==> src/rtl/ext_domain_power_seq_pkg.sv <==
// Shared types and default timing parameters for the external power-domain sequencer.
package ext_domain_power_seq_pkg;

  typedef enum logic [2:0] {
    OFF,
    SW_ON,
    CLK_ON,
    RST_REL,
    ON,
    ISO_ON,
    RST_ON,
    SW_OFF
  } pwr_seq_state_e;

  localparam int unsigned DEF_ISO_CYCLES  = 4;
  localparam int unsigned DEF_RST_CYCLES  = 8;
  localparam int unsigned DEF_ACK_TIMEOUT = 64;

  function automatic int unsigned max2(input int unsigned a, input int unsigned b);
    return (a > b) ? a : b;
  endfunction

endpackage

==> src/rtl/ext_domain_power_seq_ack_sync.sv <==
// Multi-flop synchronizer for the asynchronous switch-cell acknowledge.
module ack_sync #(
  parameter int unsigned STAGES    = 2,
  parameter logic        RESET_VAL = 1'b1
) (
  input  logic clk,
  input  logic rst_n,
  input  logic d,
  output logic q
);

  logic [STAGES-1:0] sync_reg;

  always_ff @(posedge clk or negedge rst_n) begin
    if (!rst_n) begin
      sync_reg <= {STAGES{RESET_VAL}};
    end else begin
      sync_reg <= {sync_reg[STAGES-2:0], d};
    end
  end

  assign q = sync_reg[STAGES-1];

endmodule

==> src/rtl/ext_domain_power_seq.sv <==
// Power-gating sequencer: orders switch, clock, reset and isolation for one external domain.
module ext_domain_power_seq
  import ext_domain_power_seq_pkg::*;
#(
  parameter int unsigned ISO_CYCLES  = DEF_ISO_CYCLES,
  parameter int unsigned RST_CYCLES  = DEF_RST_CYCLES,
  parameter int unsigned ACK_TIMEOUT = DEF_ACK_TIMEOUT
) (
  input  logic clk_i,
  input  logic rst_ni,
  input  logic pwr_req_i,
  input  logic switch_ack_ni,
  input  logic timeout_clr_i,
  output logic switch_no,
  output logic iso_o,
  output logic domain_rst_no,
  output logic clk_en_o,
  output logic on_o,
  output logic busy_o,
  output logic timeout_o
);

  localparam int unsigned SEQ_MAX = max2(ISO_CYCLES, RST_CYCLES);
  localparam int unsigned SEQ_W   = $clog2(SEQ_MAX + 1);
  localparam int unsigned TO_W    = $clog2(ACK_TIMEOUT + 1);

  localparam logic [SEQ_W-1:0] RST_LAST = SEQ_W'(RST_CYCLES - 1);
  localparam logic [SEQ_W-1:0] ISO_LAST = SEQ_W'(ISO_CYCLES - 1);
  localparam logic [TO_W-1:0]  TO_MAX   = TO_W'(ACK_TIMEOUT);
  localparam logic [TO_W-1:0]  TO_LAST  = TO_W'(ACK_TIMEOUT - 1);

  pwr_seq_state_e   state_reg, state_next;
  logic [SEQ_W-1:0] seq_cnt_reg, seq_cnt_next;
  logic [TO_W-1:0]  to_cnt_reg, to_cnt_next;
  logic             timeout_reg, timeout_next;
  logic             ack_s;
  logic             ack_wait;

  ack_sync #(
    .STAGES    (2),
    .RESET_VAL (1'b1)
  ) u_ack_sync (
    .clk   (clk_i),
    .rst_n (rst_ni),
    .d     (switch_ack_ni),
    .q     (ack_s)
  );

  always_ff @(posedge clk_i or negedge rst_ni) begin
    if (!rst_ni) begin
      state_reg   <= OFF;
      seq_cnt_reg <= '0;
      to_cnt_reg  <= '0;
      timeout_reg <= 1'b0;
    end else begin
      state_reg   <= state_next;
      seq_cnt_reg <= seq_cnt_next;
      to_cnt_reg  <= to_cnt_next;
      timeout_reg <= timeout_next;
    end
  end

  // The dwell counter only advances while the state holds, so any transition clears it.
  always_comb begin
    state_next   = state_reg;
    seq_cnt_next = '0;
    case (state_reg)
      OFF: begin
        if (pwr_req_i) state_next = SW_ON;
      end
      SW_ON: begin
        if (!ack_s) state_next = CLK_ON;
      end
      CLK_ON: begin
        if (seq_cnt_reg == RST_LAST) state_next = RST_REL;
        else                         seq_cnt_next = seq_cnt_reg + 1'b1;
      end
      RST_REL: begin
        if (seq_cnt_reg == ISO_LAST) state_next = ON;
        else                         seq_cnt_next = seq_cnt_reg + 1'b1;
      end
      ON: begin
        if (!pwr_req_i) state_next = ISO_ON;
      end
      ISO_ON: begin
        if (seq_cnt_reg == ISO_LAST) state_next = RST_ON;
        else                         seq_cnt_next = seq_cnt_reg + 1'b1;
      end
      RST_ON: begin
        state_next = SW_OFF;
      end
      SW_OFF: begin
        if (ack_s) state_next = OFF;
      end
      default: begin
        state_next = OFF;
      end
    endcase
  end

  // Ack wait counter saturates; the flag sets only on the edge the limit is reached.
  always_comb begin
    ack_wait     = ((state_reg == SW_ON)  && (state_next == SW_ON)) ||
                   ((state_reg == SW_OFF) && (state_next == SW_OFF));
    to_cnt_next  = '0;
    timeout_next = timeout_reg;
    if (ack_wait) begin
      to_cnt_next = (to_cnt_reg == TO_MAX) ? to_cnt_reg : to_cnt_reg + 1'b1;
    end
    if (timeout_clr_i) timeout_next = 1'b0;
    if (ack_wait && (to_cnt_reg == TO_LAST)) timeout_next = 1'b1;
  end

  always_comb begin
    switch_no     = 1'b1;
    iso_o         = 1'b1;
    domain_rst_no = 1'b0;
    clk_en_o      = 1'b0;
    on_o          = 1'b0;
    busy_o        = 1'b1;
    case (state_reg)
      OFF: begin
        busy_o = 1'b0;
      end
      SW_ON: begin
        switch_no = 1'b0;
      end
      CLK_ON: begin
        switch_no = 1'b0;
        clk_en_o  = 1'b1;
      end
      RST_REL: begin
        switch_no     = 1'b0;
        clk_en_o      = 1'b1;
        domain_rst_no = 1'b1;
      end
      ON: begin
        switch_no     = 1'b0;
        clk_en_o      = 1'b1;
        domain_rst_no = 1'b1;
        iso_o         = 1'b0;
        on_o          = 1'b1;
        busy_o        = 1'b0;
      end
      ISO_ON: begin
        switch_no     = 1'b0;
        clk_en_o      = 1'b1;
        domain_rst_no = 1'b1;
      end
      RST_ON: begin
        switch_no = 1'b0;
      end
      SW_OFF: begin
        switch_no = 1'b1;
      end
      default: begin
        busy_o = 1'b0;
      end
    endcase
  end

  assign timeout_o = timeout_reg;

endmodule
==> config.mk <==
export PLATFORM = sky130hd
export DESIGN_NAME = ext_domain_power_seq
export DESIGN_NICKNAME = d
export VERILOG_FILES = /design/src/rtl/ext_domain_power_seq_pkg.sv /design/src/rtl/ext_domain_power_seq_ack_sync.sv /design/src/rtl/ext_domain_power_seq.sv
export SDC_FILE = /design/constraint.sdc
export NUM_CORES = 1
export LEC_CHECK = 0
export ABC_AREA = 1
export CAP_MARGIN = 20
export CORE_UTILIZATION = 53
export DETAILED_ROUTE_END_ITERATION = 12
export PLACE_DENSITY = 0.73
export SLEW_MARGIN = 20
export SYNTH_ARGS = -nofsm -noshare
export SYNTH_HDL_FRONTEND = slang
export SYNTH_SLANG_ARGS = --single-unit
==> constraint.sdc <==
create_clock -name clk_i -period 1.44 [get_ports clk_i]
set_input_delay 0.144 -clock clk_i [delete_from_list [all_inputs] [get_ports clk_i]]
set_output_delay 0.144 -clock clk_i [all_outputs]
set_load 0.005 [all_outputs]
==> summary.md <==
| Metric | Value |
|---|---|
| Status | finished with violations |
| Failing checks | design-rule violations |
| Fraction of registers with async set/reset | 100% |
| Worst Skew | 0.476 ps |
| Number of synthesized register bits | 17 |
| Total power | 2.29 mW |
| CTS tree | yes |
| Initial core utilization | 59.5% |
| Clock transition at path regs | 100 ps |
| Compound-Gate Fraction of Synth Area | 6.53% |
| Max FFs per register | 7 |
| I/O pin count | 12 |
| WL/cell | 13.8 um |
| Final cell count without fillers | 158 |
| Die area | 0.00194 sq mm |
| Maxcap violations | 0 |
| Post-Synth Adder-Cell Area | 4.00% |
| Multiplexer share of the synthesized area | 0% |
| Max-slew violations | 0 |
| Final Hold Viols | 0 |
| Worst setup SP type | register |
| Count of cell types in the netlist | 22 |
| Gate Count Post-Synth | 113 |
| Final setup vio count | 0 |
| Core area | 0.00158 sq mm |
| Largest family of logic cells by synthesized area | simple AND/OR/NAND/NOR gates |
| Slew @ Worst Pin | 245 ps |
| Worst path slowest cell | dfrtp_2 |
| Clock Path Buffers | 2 |
| CTS Hold Bufs | 0 |
| Seq/Total Area, Yosys | 45.6% |
| Fillers | 113 |
| Iter 0 DRT Violations | 7 |
| Max FO, Critical Path | 4 |
| Net count after synthesis | 121 |
| Clock Sinks | 17 |
| Synth Area in Simple Gates | 32.9% |
| DR vias/cell | 5.16 |
| Pleak | 0.624 nW |
| Inst Count DP | 143 |
| Share of the synthesized area in the top cell type | 40.0% |
| Synthesized area per cell | 8.30 sq um |
| Gr ovfl total | 0 |
| Syn. warnings | 0 |
| I/O Buffers | 11 |
| Number of synthesized flops with an enable pin | 0 |
| Post-route DRC | 1 |
| Setup crit end kind | primary output |
| Fmax | 711 MHz |
| Antenna Violating Nets Remaining | 0 |
| Ys flop type | dfrtp_1 |
| Detailed-route via count | 816 |
| Post-Synth XOR/XNOR Area | 3.73% |
| Crit path largest cell delay | 460 ps |
| Top cells by area, synth | dfrtp_1 (40%), nand2_1 (9.2%), inv_1 (6.4%) |
| CTS buffer count | 3 |
| Crit share post-route | 97.6% |
| Total track usage | 24.3% |
| Yosys top cell by area | dfrtp_1 |
| PD cells | 1800 mW/mm^2 |
| Worst EP required | 1300 ps |
| Maximum ir drop on the vdd rail | 1.12 mV |
| Post-DP HPWL | 1240 um |
| Worst-skew pair later-pin latency | 290 ps |
| Final net count | 151 |
| CP Class | reg -> out |
| Synth cell count leaders | nand2_1 (23), inv_1 (16), dfrtp_1 (15), nor2_1 (13), nand3_1 (11) |
| Layout cells sized above 1 | 38.0% |
| # H-tree levels | 1 |
| Mapped Area | 938 sq um |
| Die height | 44.1 um |
| Routability congestion estimate | 0.792 |
| Slew HR | 83.6% |
| Worst hold path type | in -> async |
| Std cell rows | 14 |
| Chip width | 44.1 um |
| Min Clock Period, post-route | 1410 ps |
| First-pass GRT wire length | 3390 um |
| N_diodes | 0 |
| Worst path cell trace | buf_6 -> inv_4 -> nand2_4 -> nor2_4 -> inv_1 -> clkbuf_2 |
| CTS root buf | clkbuf_4 |
| Pin count of the biggest net entering global routing | 18 |
| Count leader, synth | nand2_1 |
| Critical path buffers and inverters | 4 |
| Vias in the first global route | 805 |
| Pre-antenna DRT Iters | 9 |
| WL final | 2190 um |
| Tightest hold margin | 197 ps |
| CP top delay family | flip-flops |
| Layout area overhead | 35.6% |
| Antenna violations before repair | 0 |
| CP arrival | 1260 ps |
[power breakdown]
part           leakage, nW  total, mW  switching, mW  internal [mW]
Sequential           0.220      0.699          0.125          0.574
Clock               0.0177      0.252          0.149          0.103
Combinational        0.387       1.33          0.697          0.637
[per-stage QoR]
| stage | worst slack (ps) | setup TNS [ps] | area [sq um] | util (%) |
|---|---|---|---|---|
| after floorplan | 318 | 0 | 938 | - |
| after global placement | 75.9 | 0 | 1090 | 69.2 |
| after detailed placement | 47.4 | 0 | 1090 | 69.2 |
| after CTS | -87.8 | -244 | 1220 | 77.1 |
| after global routing | -16.0 | -35.3 | 1270 | 80.7 |
| final | 34.4 | 0 | 1270 | 80.7 |
[area by class of cell]
type | instances | area [sq um] | area share, %
Tap cell | 16 | 20.0 | 1.57
Timing Repair Buffer | 25 | 208 | 16.3
Inverter | 18 | 72.6 | 5.70
Clock buffer | 3 | 22.5 | 1.77
Clock inverter | 1 | 5.00 | 0.393
Multi-Input combinational cell | 78 | 513 | 40.3
Sequential cell | 17 | 432 | 33.9
[final timing paths]
path	start	end	slack (ps)	cells past startpoint
max	state_reg[1]$_DFF_PN0_	iso_o	30	6
min	rst_ni	to_cnt_reg[6]$_DFFE_PN0P_	200	2
max reg2reg	state_reg[0]$_DFF_PN0_	seq_cnt_reg[1]$_DFF_PN0_	50	7
min reg2reg	u_ack_sync.sync_reg[0]$_DFF_PN1_	u_ack_sync.sync_reg[1]$_DFF_PN1_	360	0
max in group asynchronous	rst_ni	u_ack_sync.sync_reg[0]$_DFF_PN1_	990	2
min in group clk_i	switch_ack_ni	u_ack_sync.sync_reg[0]$_DFF_PN1_	250	1
[per-layer routing]
metal	wire length (um)	share of wire (%)	global-route usage (%)	up-vias
li1	-	-	-	414
met1	960	44	29.9	370
met2	1080	49	41.8	21
met3	63	2.9	3.67	11
met4	87	4.0	12.1	0
met5	0	0	0	-
[timing repair]
| action | 4_1_cts | 5_1_grt |
|---|---|---|
| setup buffers | 11 | 2 |
| setup endpoints to repair | 6 | 11 |
| gates resized for setup | 17 | 30 |
| pin swaps | 5 | 8 |
[logic make-up after synthesis]
kind of cell | after synthesis
adder cells (fa/ha/maj) | 3
AND/OR/NAND/NOR | 62
buffers and inverters | 18
flip-flops | 17
XOR/XNOR | 4
AO/OA/AOI/OAI | 9
[placed cells by master (no fill, tap or decap), drive strengths merged, types with 3 or more instances in the layout]
cell and n:
a21oi 5, nand2 27, buf 15, clkbuf 7, ha 3, nand3 11
clkdlybuf4s50 5, dfrtp 15, nor2 19, xor2 3, inv 18
No activity file was read; power rests on OpenSTA's default activity.
